===== config.mk =====
export PLATFORM = sky130hd
export DESIGN_NAME = mem_arbiter_flat
export DESIGN_NICKNAME = d
export VERILOG_FILES = /design/src/rtl/defines.sv /design/src/rtl/mem_pkg.sv /design/src/rtl/mem_arbiter_if.sv /design/src/rtl/mem_req_slot.sv /design/src/rtl/mem_arbiter.sv /design/src/flat_wrapper.sv
export SDC_FILE = /design/constraint.sdc
export NUM_CORES = 1
export LEC_CHECK = 0
export CORE_ASPECT_RATIO = 1.75
export CORE_UTILIZATION = 23
export CTS_CLUSTER_DIAMETER = 150
export CTS_CLUSTER_SIZE = 12
export DETAILED_ROUTE_END_ITERATION = 12
export PLACE_DENSITY = 0.53
export SYNTH_ARGS = -nofsm -noshare
export SYNTH_HDL_FRONTEND = slang
export SYNTH_HIERARCHICAL = 1
export SYNTH_SLANG_ARGS = --single-unit

===== constraint.sdc =====
create_clock -name clk -period 4.5 [get_ports clk]
set_input_delay 0.9 -clock clk [delete_from_list [all_inputs] [get_ports clk]]
set_output_delay 0.9 -clock clk [all_outputs]
set_load 0.05 [all_outputs]

===== src/rtl/defines.sv =====
// Global width macros shared by the memory arbiter slice.
// WORD_SIZE is the address width, CACHE_LINE_SIZE the line data width.
// Each macro is guarded so the file can be included or compiled more than once.
`ifndef WORD_SIZE
`define WORD_SIZE 32
`endif
`ifndef CACHE_LINE_SIZE
`define CACHE_LINE_SIZE 128
`endif


===== src/rtl/mem_pkg.sv =====
// Shared types for the memory arbiter: FSM states, grant codes, grant picker.
// Pure declarations, no timing.
// No flow control of its own.
`ifndef WORD_SIZE
`define WORD_SIZE 32
`endif
`ifndef CACHE_LINE_SIZE
`define CACHE_LINE_SIZE 128
`endif

package mem_pkg;

  localparam int WORD_W = `WORD_SIZE;
  localparam int LINE_W = `CACHE_LINE_SIZE;

  typedef enum logic [1:0] {
    ST_IDLE  = 2'd0,
    ST_ISSUE = 2'd1,
    ST_WAIT  = 2'd2
  } state_t;

  typedef enum logic [1:0] {
    GNT_I = 2'd0,
    GNT_D = 2'd1,
    GNT_W = 2'd2
  } gnt_t;

  // Writebacks always win; read ties go to whichever side was not served last.
  function automatic gnt_t pick_grant(input logic w_vld, input logic d_vld,
                                      input logic i_vld, input logic last_d);
    if (w_vld) return GNT_W;
    if (d_vld && i_vld) return last_d ? GNT_I : GNT_D;
    if (d_vld) return GNT_D;
    return GNT_I;
  endfunction

endpackage


===== src/rtl/mem_arbiter_if.sv =====
// Core-side (I/D cache) and memory-side handshake bundle for the arbiter.
// Wires only, no latency.
// Downstream backpressure carried by m_ready; core side is pulse based.
interface mem_arbiter_if
  import mem_pkg::*;
#(
  parameter int WORD_SIZE = WORD_W,
  parameter int LINE_SIZE = LINE_W
);
  logic                 i_read;
  logic [WORD_SIZE-1:0] i_addr;
  logic                 i_res;
  logic [LINE_SIZE-1:0] i_res_data;
  logic [WORD_SIZE-1:0] i_res_addr;

  logic                 d_read;
  logic [WORD_SIZE-1:0] d_addr;
  logic                 d_res;
  logic [LINE_SIZE-1:0] d_res_data;
  logic [WORD_SIZE-1:0] d_res_addr;

  logic                 d_wenable;
  logic [LINE_SIZE-1:0] d_w_data;
  logic [WORD_SIZE-1:0] d_w_addr;

  logic                 m_req;
  logic                 m_we;
  logic [WORD_SIZE-1:0] m_addr;
  logic [LINE_SIZE-1:0] m_wdata;
  logic                 m_ready;
  logic                 m_res;
  logic [LINE_SIZE-1:0] m_res_data;

  // Arbiter side.
  modport slave (
    input  i_read, i_addr, d_read, d_addr, d_wenable, d_w_data, d_w_addr,
    output i_res, i_res_data, i_res_addr, d_res, d_res_data, d_res_addr,
    output m_req, m_we, m_addr, m_wdata,
    input  m_ready, m_res, m_res_data
  );

  // Caches plus memory side.
  modport master (
    output i_read, i_addr, d_read, d_addr, d_wenable, d_w_data, d_w_addr,
    input  i_res, i_res_data, i_res_addr, d_res, d_res_data, d_res_addr,
    input  m_req, m_we, m_addr, m_wdata,
    output m_ready, m_res, m_res_data
  );
endinterface


===== src/rtl/mem_req_slot.sv =====
// One-entry request holder: valid flag, address and optional line data.
// Set visible one cycle after the pulse.
// A set while occupied is dropped unless the entry is being cleared that same cycle.
module mem_req_slot #(
  parameter int AW       = 32,
  parameter int DW       = 128,
  parameter bit HAS_DATA = 1'b1
) (
  input  logic          clk,
  input  logic          rst,
  input  logic          set,
  input  logic          clr,
  input  logic [AW-1:0] set_addr,
  input  logic [DW-1:0] set_data,
  output logic          vld,
  output logic [AW-1:0] addr,
  output logic [DW-1:0] data
);

  logic take;

  // First request wins; a clear in the same cycle makes room for the new one.
  assign take = set && (!vld || clr);

  // Occupancy flag.
  always_ff @(posedge clk or negedge rst) begin
    if (!rst)      vld <= 1'b0;
    else if (take) vld <= 1'b1;
    else if (clr)  vld <= 1'b0;
  end

  // Address captured only when the request is accepted.
  always_ff @(posedge clk or negedge rst) begin
    if (!rst)      addr <= '0;
    else if (take) addr <= set_addr;
  end

  if (HAS_DATA) begin : g_data
    // Line payload captured alongside the address.
    always_ff @(posedge clk or negedge rst) begin
      if (!rst)      data <= '0;
      else if (take) data <= set_data;
    end
  end else begin : g_nodata
    logic unused_set_data;
    assign unused_set_data = ^set_data;
    assign data = '0;
  end

endmodule


===== src/rtl/mem_arbiter.sv =====
// Arbitrates I-read, D-read and D-writeback slots onto one downstream port.
// Read: pulse to m_req 2 cycles, response 1 cycle after m_res; one transaction in flight.
// m_req/m_addr/m_wdata held until m_ready; new requests queue in their slot meanwhile.
module mem_arbiter
  import mem_pkg::*;
#(
  parameter int WORD_SIZE = `WORD_SIZE,
  parameter int LINE_SIZE = `CACHE_LINE_SIZE
) (
  input logic          clk,
  input logic          rst,
  mem_arbiter_if.slave bus
);

  state_t state;
  gnt_t   gnt;
  gnt_t   gnt_next;
  logic   last_d;

  logic                 i_vld, d_vld, w_vld;
  logic [WORD_SIZE-1:0] i_slot_addr, d_slot_addr, w_slot_addr;
  logic [LINE_SIZE-1:0] i_slot_data, d_slot_data, w_slot_data;
  logic                 i_clr, d_clr, w_clr, rd_done;
  logic [WORD_SIZE-1:0] sel_addr;
  logic [LINE_SIZE-1:0] sel_data;

  // Writes retire on acceptance; reads retire when their data comes back.
  assign w_clr   = (state == ST_ISSUE) && (gnt == GNT_W) && bus.m_ready;
  assign rd_done = (state == ST_WAIT) && bus.m_res;
  assign i_clr   = rd_done && (gnt == GNT_I);
  assign d_clr   = rd_done && (gnt == GNT_D);

  assign gnt_next = pick_grant(w_vld, d_vld, i_vld, last_d);

  mem_req_slot #(.AW(WORD_SIZE), .DW(LINE_SIZE), .HAS_DATA(1'b0)) u_i_slot (
    .clk(clk), .rst(rst), .set(bus.i_read), .clr(i_clr),
    .set_addr(bus.i_addr), .set_data('0),
    .vld(i_vld), .addr(i_slot_addr), .data(i_slot_data)
  );

  mem_req_slot #(.AW(WORD_SIZE), .DW(LINE_SIZE), .HAS_DATA(1'b0)) u_d_slot (
    .clk(clk), .rst(rst), .set(bus.d_read), .clr(d_clr),
    .set_addr(bus.d_addr), .set_data('0),
    .vld(d_vld), .addr(d_slot_addr), .data(d_slot_data)
  );

  mem_req_slot #(.AW(WORD_SIZE), .DW(LINE_SIZE), .HAS_DATA(1'b1)) u_w_slot (
    .clk(clk), .rst(rst), .set(bus.d_wenable), .clr(w_clr),
    .set_addr(bus.d_w_addr), .set_data(bus.d_w_data),
    .vld(w_vld), .addr(w_slot_addr), .data(w_slot_data)
  );

  // Address/data of the slot that would be granted this cycle.
  always_comb begin
    sel_addr = i_slot_addr;
    sel_data = i_slot_data;
    case (gnt_next)
      GNT_W: begin
        sel_addr = w_slot_addr;
        sel_data = w_slot_data;
      end
      GNT_D: begin
        sel_addr = d_slot_addr;
        sel_data = d_slot_data;
      end
      default: ;
    endcase
  end

  // Control FSM with registered downstream request and core response outputs.
  always_ff @(posedge clk or negedge rst) begin
    if (!rst) begin
      state          <= ST_IDLE;
      gnt            <= GNT_I;
      last_d         <= 1'b0;
      bus.m_req      <= 1'b0;
      bus.m_we       <= 1'b0;
      bus.m_addr     <= '0;
      bus.m_wdata    <= '0;
      bus.i_res      <= 1'b0;
      bus.i_res_data <= '0;
      bus.i_res_addr <= '0;
      bus.d_res      <= 1'b0;
      bus.d_res_data <= '0;
      bus.d_res_addr <= '0;
    end else begin
      bus.i_res <= 1'b0;
      bus.d_res <= 1'b0;
      case (state)
        ST_IDLE: begin
          if (i_vld || d_vld || w_vld) begin
            gnt         <= gnt_next;
            bus.m_req   <= 1'b1;
            bus.m_we    <= (gnt_next == GNT_W);
            bus.m_addr  <= sel_addr;
            bus.m_wdata <= sel_data;
            if (gnt_next != GNT_W) last_d <= (gnt_next == GNT_D);
            state       <= ST_ISSUE;
          end
        end
        ST_ISSUE: begin
          if (bus.m_ready) begin
            bus.m_req <= 1'b0;
            state     <= (gnt == GNT_W) ? ST_IDLE : ST_WAIT;
          end
        end
        ST_WAIT: begin
          if (bus.m_res) begin
            if (gnt == GNT_D) begin
              bus.d_res      <= 1'b1;
              bus.d_res_data <= bus.m_res_data;
              bus.d_res_addr <= d_slot_addr;
            end else begin
              bus.i_res      <= 1'b1;
              bus.i_res_data <= bus.m_res_data;
              bus.i_res_addr <= i_slot_addr;
            end
            state <= ST_IDLE;
          end
        end
        default: state <= ST_IDLE;
      endcase
    end
  end

endmodule


===== src/flat_wrapper.sv =====
// flat-port wrapper written by rule: the top's interface ports become plain ports
module mem_arbiter_flat import mem_pkg::*;
#(
  parameter int WORD_SIZE = `WORD_SIZE,
  parameter int LINE_SIZE = `CACHE_LINE_SIZE
)
  (clk, rst, bus_i_read, bus_i_addr, bus_d_read, bus_d_addr, bus_d_wenable, bus_d_w_data, bus_d_w_addr, bus_i_res, bus_i_res_data, bus_i_res_addr, bus_d_res, bus_d_res_data, bus_d_res_addr, bus_m_req, bus_m_we, bus_m_addr, bus_m_wdata, bus_m_ready, bus_m_res, bus_m_res_data);
  mem_arbiter_if #(.WORD_SIZE(WORD_SIZE), .LINE_SIZE(LINE_SIZE)) bus_i ();
  input logic clk;
  input logic rst;
  input wire logic [$bits(bus_i.i_read)-1:0] bus_i_read;
  input wire logic [$bits(bus_i.i_addr)-1:0] bus_i_addr;
  input wire logic [$bits(bus_i.d_read)-1:0] bus_d_read;
  input wire logic [$bits(bus_i.d_addr)-1:0] bus_d_addr;
  input wire logic [$bits(bus_i.d_wenable)-1:0] bus_d_wenable;
  input wire logic [$bits(bus_i.d_w_data)-1:0] bus_d_w_data;
  input wire logic [$bits(bus_i.d_w_addr)-1:0] bus_d_w_addr;
  output wire logic [$bits(bus_i.i_res)-1:0] bus_i_res;
  output wire logic [$bits(bus_i.i_res_data)-1:0] bus_i_res_data;
  output wire logic [$bits(bus_i.i_res_addr)-1:0] bus_i_res_addr;
  output wire logic [$bits(bus_i.d_res)-1:0] bus_d_res;
  output wire logic [$bits(bus_i.d_res_data)-1:0] bus_d_res_data;
  output wire logic [$bits(bus_i.d_res_addr)-1:0] bus_d_res_addr;
  output wire logic [$bits(bus_i.m_req)-1:0] bus_m_req;
  output wire logic [$bits(bus_i.m_we)-1:0] bus_m_we;
  output wire logic [$bits(bus_i.m_addr)-1:0] bus_m_addr;
  output wire logic [$bits(bus_i.m_wdata)-1:0] bus_m_wdata;
  input wire logic [$bits(bus_i.m_ready)-1:0] bus_m_ready;
  input wire logic [$bits(bus_i.m_res)-1:0] bus_m_res;
  input wire logic [$bits(bus_i.m_res_data)-1:0] bus_m_res_data;
  assign bus_i.i_read = bus_i_read;
  assign bus_i.i_addr = bus_i_addr;
  assign bus_i.d_read = bus_d_read;
  assign bus_i.d_addr = bus_d_addr;
  assign bus_i.d_wenable = bus_d_wenable;
  assign bus_i.d_w_data = bus_d_w_data;
  assign bus_i.d_w_addr = bus_d_w_addr;
  assign bus_i_res = bus_i.i_res;
  assign bus_i_res_data = bus_i.i_res_data;
  assign bus_i_res_addr = bus_i.i_res_addr;
  assign bus_d_res = bus_i.d_res;
  assign bus_d_res_data = bus_i.d_res_data;
  assign bus_d_res_addr = bus_i.d_res_addr;
  assign bus_m_req = bus_i.m_req;
  assign bus_m_we = bus_i.m_we;
  assign bus_m_addr = bus_i.m_addr;
  assign bus_m_wdata = bus_i.m_wdata;
  assign bus_i.m_ready = bus_m_ready;
  assign bus_i.m_res = bus_m_res;
  assign bus_i.m_res_data = bus_m_res_data;
  mem_arbiter #(.WORD_SIZE(WORD_SIZE), .LINE_SIZE(LINE_SIZE)) u_core (.clk(clk), .rst(rst), .bus(bus_i));
endmodule

# Word level (Yosys, flattened, before mapping)
# Index checks and enable logic that the tools add are counted.
[classes] addsub=0 mul=0 div_mod_pow=0 order_cmp=0 eq_ne=10 n_shift=0 n_mux=35 bitwise_logic=1 reduce_logical=29
[ops] cell="128-bit two-way mux" count=1
[ops] cell="32-bit case mux with 2 select lines" count=1
[ops] cell="1-bit two-way mux" count=21
[ops] cell="2-bit two-way mux" count=10
[ops] cell="3-bit AND reduction" count=5
[ops] cell="1-bit logical AND" count=9
[ops] cell="2-bit nonzero test" count=4
[ops] cell="2-bit by 1-bit equality test with 1-bit output (second input constant)" count=3
[ops] cell="2-bit equality test (second input constant)" count=3
[ops] cell="2-bit != test (second input constant)" count=3
[ops] cell="2-bit case mux with 3 select lines" count=1
[ops] cell="1-bit logical OR" count=5
[ops] cell="2-bit logical NOT" count=2
[ops] cell="1-bit logical NOT" count=3
[ops] cell="2-bit by 1-bit != test with 1-bit output (second input constant)" count=1
[ops] cell="1-bit case mux with 2 select lines" count=1
[ops] cell="2-bit AND reduction" count=1
[ops] cell="1-bit NOT" count=1
[totals] regBits=716 latchBits=0 ram_bits=0 romBits=0 wordCells=95 n_memories=0

# Longest topological paths before layout
# Gate-level depths: netlist of the first run.
[depth] word_depth=10 depth_mapped=10

# By module
# Netlist of the first run, hierarchy kept.
[by_module_without_submodules] mod="mem_arbiter" instances=1 cells_each=1541 area_each_um2=21055.2 seq_area_each_um2=12236.7
[by_module_without_submodules] mod="mem_req_slot (u_core.u_w_slot)" instances=1 cells_each=341 area_each_um2=6428.7 seq_area_each_um2=4028.9
[by_module_without_submodules] mod="mem_req_slot (u_core.u_d_slot ...)" instances=2 cells_each=200 area_each_um2=2356.0 seq_area_each_um2=825.8

# Worst setup path before layout of the first run
# No wires, ideal clock.
[synth_path] path_kind="input port to flip-flop" start="input bus_m_res" end="register u_core.u_d_slot.addr[0]" setup_time_ps=125 arrival_time_ps=2267 required_time_ps=4375 path_slack_ps=2108 stages=9 path_buffers=4 path_cell_list="nand3b_4 nor3b_1 buf_2 buf_6 buf_6 nand2b_4 nand2_4 buf_12 mux2_4"
[synth_between] elab_chain_len=4
[synth_lines] item="start, declared" line="flat_wrapper.sv:29" source="input wire logic [$bits(bus_i.m_res)-1:0] bus_m_res;"
[synth_lines] item="1-bit logical AND" line="mem_arbiter.sv:29" source="assign rd_done = (state == ST_WAIT) && bus.m_res;"
[synth_lines] item="1-bit logical AND" line="mem_arbiter.sv:31" source="assign d_clr = rd_done && (gnt == GNT_D);"
[synth_lines] item="net u_core.d_clr" line="mem_arbiter.sv:23" source="logic i_clr, d_clr, w_clr, rd_done;"
[synth_lines] item="1-bit logical OR" line="mem_req_slot.sv:23" source="assign take = set && (!vld || clr);"
[synth_lines] item="1-bit logical AND" line="mem_req_slot.sv:23"
[synth_lines] item="end signal, assigned" line="mem_req_slot.sv:35" source="else if (take) addr <= set_addr;"
[synth_lines] item="end, declared" line="mem_req_slot.sv:16" source="output logic [AW-1:0] addr,"
# The timed path passes the listed nets, and every way through them passes these cells.
# A chain may end at the register's enable or synchronous reset.

# Final worst setup path of the first run
[layout_path] start="register u_core.bus.d_res_data[9]" end="output bus_d_res_data[9]"
[layout_lines] item="start, declared" line="mem_arbiter_if.sv:37" source="output i_res, i_res_data, i_res_addr, d_res, d_res_data, d_res_addr,"
[layout_lines] item="start signal, assigned" line="mem_arbiter.sv:111" source="bus.d_res_data <= bus.m_res_data;"
[layout_lines] item="end, declared" line="flat_wrapper.sv:22" source="output wire logic [$bits(bus_i.d_res_data)-1:0] bus_d_res_data;"
# No word-level cell between the ends.

==> results of run 1 <==
state kept, by name, summed over array words and instances (netlist names), 2 cells and up:
signal	cells
u_core/u_i_slot/addr	32
u_core/bus.m_addr	32
u_core/gnt	2
u_core/state	2
u_core/bus.d_res_addr	32
u_core/bus.i_res_addr	32
u_core/bus.d_res_data	128
u_core/u_w_slot/data	128
u_core/u_d_slot/addr	32
u_core/bus.m_wdata	128
u_core/u_w_slot/addr	32
u_core/bus.i_res_data	128
path summary, 6_finish.rpt:
kind	start	end	slack, ns	depth (start not counted)
worst max-delay path	u_core/bus.d_res_data[9]$_DFFE_PN0P_	bus_d_res_data[9]	1.44	1
worst min register to register	u_core/bus.m_wdata[122]$_DFFE_PN0P_	u_core/bus.m_wdata[122]$_DFFE_PN0P_	0.48	1
worst min-delay path	rst	u_core/bus.m_wdata[26]$_DFFE_PN0P_	0.32	1
max in group asynchronous	rst	u_core/bus.d_res_data[46]$_DFFE_PN0P_	3.11	2
min in group clk	u_core/bus.m_wdata[122]$_DFFE_PN0P_	u_core/bus.m_wdata[122]$_DFFE_PN0P_	0.48	1
worst max register to register	u_core/u_w_slot/vld$_DFFE_PN0P_	u_core/bus.m_addr[14]$_DFFE_PN0P_	1.69	4
per-stage QoR:
stage	total power [uW]	util [%]	cells	hold WS, ns	setup slack [ns]
2_1_floorplan	22800	-	2535	0.467	2.11
3_5_place_dp	29800	29.9	4802	0.473	1.09
4_1_cts	35500	31.2	4879	0.252	1.36
6_report	35200	31.3	4907	0.324	1.44
3_3_place_gp	29700	29.9	4802	0.468	1.07
5_1_grt	36800	31.2	4894	0.315	1.36
worst register-to-register path, delay by kind of cell, from the launching register on:
family | cells | cell delay (ns)
flops | 1 | 0.87
compound gates | 2 | 0.38
buf+inv | 1 | 0.64
simple gates | 1 | 0.85
cell usage in the layout (no fill, tap or decap), drive strengths merged, types with 2 or more instances in the layout:
cell and n:
nor3b 2, inv 6, nand3 38, clkinv 2, o311ai 122, or2b 2, buf 51, a31oi 38
a21oi 39, o32ai 123, a32oi 38, dfrtp 716, nor2 4, nand2 8, diode 28, o21ai 9
mux2 544, conb 256, nand2b 6, nor3 2, o2bb2ai 122, clkbuf 70, clkdlybuf4s50 841
layout make-up:
type | instances | share of cell area [%]
Clock inverter | 7 | 0.308
Tap cell | 1830 | 5.27
Clock buffer | 70 | 3.99
Inverter | 2 | 0.0288
Sequential cell | 716 | 41.3
Antenna cell | 28 | 0.161
Timing Repair Buffer | 892 | 20.8
Multi-Input combinational cell | 1362 | 28.2
power breakdown:
group / leakage (uW) / internal (uW) / switching [uW]
registers: 0.00894 / 9250 / 1820
logic: 0.00844 / 6810 / 11800
clock network: 0.000913 / 2820 / 2690
per-layer routing:
metal | track usage, % | part of all wire, % | vias to the layer above | wire length (um)
li1 | - | - | 9650 | -
met1 | 21.7 | 38 | 11400 | 53100
met2 | 31.0 | 47 | 916 | 64600
met3 | 9.89 | 12 | 186 | 16600
met4 | 6.38 | 2.9 | 18 | 4040
met5 | 0 | 0.084 | - | 116
==> key figures, run 1 <==
Placement
  – PortBufs: 842
  – Placed cell areas: 41500 um2
  – Final HPWL DP: 100 mm
  – GP Congestion: 0.834

Drt
  – DR iter-0 viols: 1110
  – TritonRoute pass-1 iters: 5
  – DR vias: 22100
  – DRC: 0
  – Drt total wl: 139 mm
  – Drt wl/cell: 28.2 um
  – Post-route antenna net violation count: 0
  – Drt via density: 4.51

Synth
  – Ys Warns: 6
  – Synth Cell Area: 32200 um2
  – Syn avg cell area: 14.1 um2
  – Post-synthesis cell count: 2281

STA
  – Final cycle utilization of the critical path: 68.0%
  – Hold violation count in the final report: 0
  – Max Transition Viols Final: 0
  – Period minus WS final: 3.06 ns
  – Final TNS setup: 0 ns
  – Setup Skew: 0.0375 ns
  – RSZ-0062 raised after global routing: no
  – Worst slew pin tran: 1.09 ns
  – Max transition margin: 27.2%
  – Highest clock rate: 0.327 GHz
  – Final setup viols: 0

Flow run
  – Number of max-cap violations: 0

Status
  – Status: finished clean

Floorplan
  – Initial core utilization: 23.2%
  – Die height: 497 um
  – Io pins: 843
  – Core area: 139000 um2
  – Die width: 285 um
  – Num rows: 181
  – Die ar.: 142000 um2

GRT
  – Grt ovf: 0
  – First-pass GRT wire length: 194 mm
  – Vias in the first global route: 23500
  – GRT Overall Usage: 19.2%
  – Initial antenna violation count: 65
  – Largest net degree at the start of global routing: 161

Setup path
  – Worst path cell trace: clkdlybuf4s50_1
  – CP max-delay cell: clkdlybuf4s50_1
  – Max stage delay on crit path: 0.95 ns
  – Worst Path Buf+Inv: 1
  – CP Max Fanout: 2
  – Crit path launch type: flip-flop
  – Crit path DAT: 2.16 ns
  – Setup CP Type: flip-flop to primary output
  – Crit path required time: 3.60 ns
  – Kind of end point of the critical path: primary output
  – Crit-path leading delay family: buffers and inverters

Clock tree
  – CTS clk-pin slew, worst paths: 0.09 ns
  – Clock sinks: 716
  – # resized after CTS: 0
  – Clock tree buffer depth: 3
  – CTS Hold Buffers Added: 0
  – Num CTS Buffers: 69
  – Clk Latency, worst-skew pair: 0.67 ns
  – CTS tree: done
  – CTS root buf: clkbuf_16
  – Post-CTS Setup Inserts: 0
  – H-tree levels: 3

Finish
  – Area of the multi-input gates: 12200 um2
  – Final Instance Area: 43400 um2
  – P&R area growth vs syn: 34.8%
  – Nets: 3402
  – Ratio of cells with drive above 1 in the final layout: 22.5%
  – Fillers: 14000
  – Register area: 17900 um2

Power
  – Pwr Density: 811 nW/um2
  – Worst IR drop on VDD: 0.523 mV
  – Leak: 0.0183 uW

Min path
  – Hold Crit Class: primary input to asynchronous set/reset pin
No activity file was read; power rests on OpenSTA's default activity.
==> run 2, diff against run 1 <==
==> constraint.sdc (replaced) <==
create_clock -name clk -period 3.18 [get_ports clk]
set_input_delay 0.636 -clock clk [delete_from_list [all_inputs] [get_ports clk]]
set_output_delay 0.636 -clock clk [all_outputs]
set_load 0.05 [all_outputs]
==> run 2 against run 1 <==
  * Clock power is 41% higher
  * Worst setup slack worse by 1.0 ns
  * Wire length is essentially flat
  * Die area stayed put
  * Final area up 1.0%
  * Total power increased by 42%
  * Clock-buffer cell count unchanged
  * Clock skew decreased by 0.0065 ns
  * Worst hold slack better by 0.16 ns
  * Combinational power up 43%
  * Register-to-register slack got worse by 0.79 ns
  * Global-route usage hardly changed
==> key figures, run 2 (synthesis results as in run 1) <==
Status
  – Status: finished clean

Floorplan
  – Die ar.: 142000 um2 (unchanged)
  – Num rows: 181 (unchanged)
  – Core area: 139000 um2 (unchanged)
  – Die height: 497 um (unchanged)
  – Initial core utilization: 23.2% (unchanged)
  – Die width: 285 um (unchanged)
  – Io pins: 843 (unchanged)

Placement
  – GP Congestion: 0.832 (-0.23%)
  – PortBufs: 842 (unchanged)
  – Final HPWL DP: 103 mm (+2.1%)
  – Placed cell areas: 41900 um2 (+1.0%)

Clock tree
  – CTS tree: done
  – CTS root buf: clkbuf_16
  – Clock sinks: 716 (unchanged)
  – Clk Latency, worst-skew pair: 0.68 ns (about the same)
  – Clock tree buffer depth: 3 (unchanged)
  – Num CTS Buffers: 69 (unchanged)
  – H-tree levels: 3 (unchanged)
  – CTS clk-pin slew, worst paths: 0.06 ns (-0.03 ns)

GRT
  – GRT Overall Usage: 19.2% (+0.023 points)
  – Largest net degree at the start of global routing: 142 (-12%)
  – First-pass GRT wire length: 194 mm (about the same)
  – Initial antenna violation count: 68 (+4.6%)
  – Vias in the first global route: 23400 (-0.13%)
  – Grt ovf: 0 (unchanged)

Setup path
  – Worst path cell trace: clkdlybuf4s50_1
  – Crit path depth: 1 (unchanged)
  – Crit path launch type: flip-flop
  – R2R Path Start: u_core/state[1]$_DFFE_PN0P_
  – Crit-path leading delay family: buffers and inverters
  – CP max-delay cell: clkdlybuf4s50_1
  – Reg2Reg Depth: 5 (+1)
  – CP startpoint: u_core/bus.m_addr[30]$_DFFE_PN0P_
  – Worst Path Buf+Inv: 1 (unchanged)
  – Capture point of the critical path: bus_m_addr[30]
  – Reg-to-reg setup timing slack: 0.90 ns (-0.79 ns)
  – Crit path DAT: 2.11 ns (-0.05 ns)
  – Setup CP Type: flip-flop to primary output
  – Kind of end point of the critical path: primary output
  – FF-to-FF End: u_core/bus.d_res_data[100]$_DFFE_PN0P_
  – CP Max Fanout: 2 (unchanged)
  – Max stage delay on crit path: 1.06 ns (+0.11 ns)
  – Crit path required time: 2.54 ns (-1.06 ns)

Finish
  – Nets: 3434 (+0.94%)
  – Fillers: 13900 (-0.89%)
  – P&R area growth vs syn: 36.2%
  – Fin util: 31.6% (+0.31 points)
  – Ratio of cells with drive above 1 in the final layout: 23.5% (+0.97 points)
  – Commonest non-fill, non-tap cell in the layout: clkdlybuf4s50_1
  – Final Instance Area: 43800 um2 (+1.0%)
  – Most frequent cells in the layout: clkdlybuf4s50_1 (835), dfrtp_1 (715), mux2_2 (377)

STA
  – RSZ-0062 raised after global routing: no
  – Final setup viols: 0 (unchanged)
  – Final cycle utilization of the critical path: 86.4%
  – Setup Skew: 0.0310 ns (-0.00652 ns)
  – Hold violation count in the final report: 0 (unchanged)
  – Highest clock rate: 0.364 GHz
  – Final TNS setup: 0 ns (unchanged)
  – Max Transition Viols Final: 0 (unchanged)
  – Worst slew pin tran: 0.865 ns (-0.224 ns)
  – Final hold slack: 0.486 ns (+0.162 ns)
  – Max transition margin: 42.1% (+15 points)
  – Period minus WS final: 2.75 ns

Drt
  – TritonRoute pass-1 iters: 5 (unchanged)
  – DRC: 0 (unchanged)
  – Drt via density: 4.47 (-0.75%)
  – DR iter-0 viols: 934 (-16%)
  – Post-route antenna net violation count: 0 (unchanged)
  – Drt wl/cell: 28.1 um (-0.56%)
  – DR vias: 22100 (-0.18%)
  – Drt total wl: 139 mm (about the same)

Power
  – NetSw: 23100 uW (+41%)
  – Comb power frac: 53.2% (+0.3 points)
  – Clock power frac: 15.5% (about the same)
  – Flop pwr share: 31.3% (-0.2 points)
  – Pwr Density: 1140 nW/um2 (+41%)
  – Sw frac: 46.1% (-0.24 points)
  – P_int: 26900 uW (+43%)
  – Worst IR drop on VDD: 0.730 mV (+40%)
  – Leak: 0.0185 uW (+1.4%)

Flow run
  – Number of max-cap violations: 0 (unchanged)

Min path
  – Hold Crit Class: flip-flop to flip-flop
[run 2: changes by cell type in the layout (fill, tap and decap cells not counted), sizes merged]
cell and change:
clkinv +2, dlygate4sd3 +1, clkdlybuf4s50 -6, diode -4
inv -2, buf +37
[run 2: what timing repair did]
| action | 4_1_cts | 5_1_grt |
|---|---|---|
| buffers inserted | 0 | 0 |
| resized for setup | 0 | 0 |
| hold buffers | 1 | 0 |
| endpoints found under the hold margin | 25 | 0 |
[run 2: per-layer routing]
layer / global-route usage (%) / wire [um] / up-vias
met5: 0 / 151 / -
met4: 6.22 / 4160 / 24
met3: 9.77 / 16700 / 209
met2: 31.1 / 64200 / 951
met1: 21.8 / 53400 / 11200
li1: - / - / 9714
[run 2: power by group through the flow]
stage / clock [uW] / combinational (uW) / sequential (uW)
after detailed placement: 0 / 26800 / 15700
after CTS: 8050 / 26900 / 15600
after floorplan: 0 / 8600 / 23600
final: 7750 / 26600 / 15600
after global placement: 0 / 26700 / 15600
after global routing: 8310 / 27900 / 16100
[run 2: layout make-up]
| cell class | instances | area, um2 | area share, % |
|---|---|---|---|
| Sequential cell | 716 | 17900 | 40.9 |
| Multi-Input combinational cell | 1362 | 12200 | 27.9 |
| Inverter | 2 | 12.5 | 0.0285 |
| Clock inverter | 7 | 140 | 0.320 |
| Timing Repair Buffer | 924 | 9450 | 21.6 |
| Antenna cell | 24 | 60.1 | 0.137 |
| Clock buffer | 70 | 1730 | 3.95 |
| Tap cell | 1830 | 2290 | 5.22 |
[run 2: metrics by stage]
step / worst slack (ns) / power, uW / cells
2_1_floorplan: 1.05 / 32200 / 2535
3_3_place_gp: 0.316 / 42300 / 4833
3_5_place_dp: 0.293 / 42500 / 4833
4_1_cts: 0.363 / 50600 / 4911
5_1_grt: 0.368 / 52300 / 4922
6_report: 0.432 / 50000 / 4935
[run 2: worst min path at each step]
stage                                                 from                                      to  slack [ns]  cells after the start
global route           u_core/bus.m_wdata[102]$_DFFE_PN0P_     u_core/bus.m_wdata[102]$_DFFE_PN0P_        0.50                      1
floorplan                                              rst              u_core/bus.d_res$_DFF_PN0_        0.34                      0
finish                  u_core/bus.m_wdata[80]$_DFFE_PN0P_      u_core/bus.m_wdata[80]$_DFFE_PN0P_        0.49                      1
CTS                                                    rst    u_core/bus.i_res_addr[8]$_DFFE_PN0P_        0.49                      2
global placement    u_core/bus.d_res_data[126]$_DFFE_PN0P_  u_core/bus.d_res_data[126]$_DFFE_PN0P_        0.47                      1
detailed placement     u_core/bus.m_wdata[102]$_DFFE_PN0P_     u_core/bus.m_wdata[102]$_DFFE_PN0P_        0.47                      1
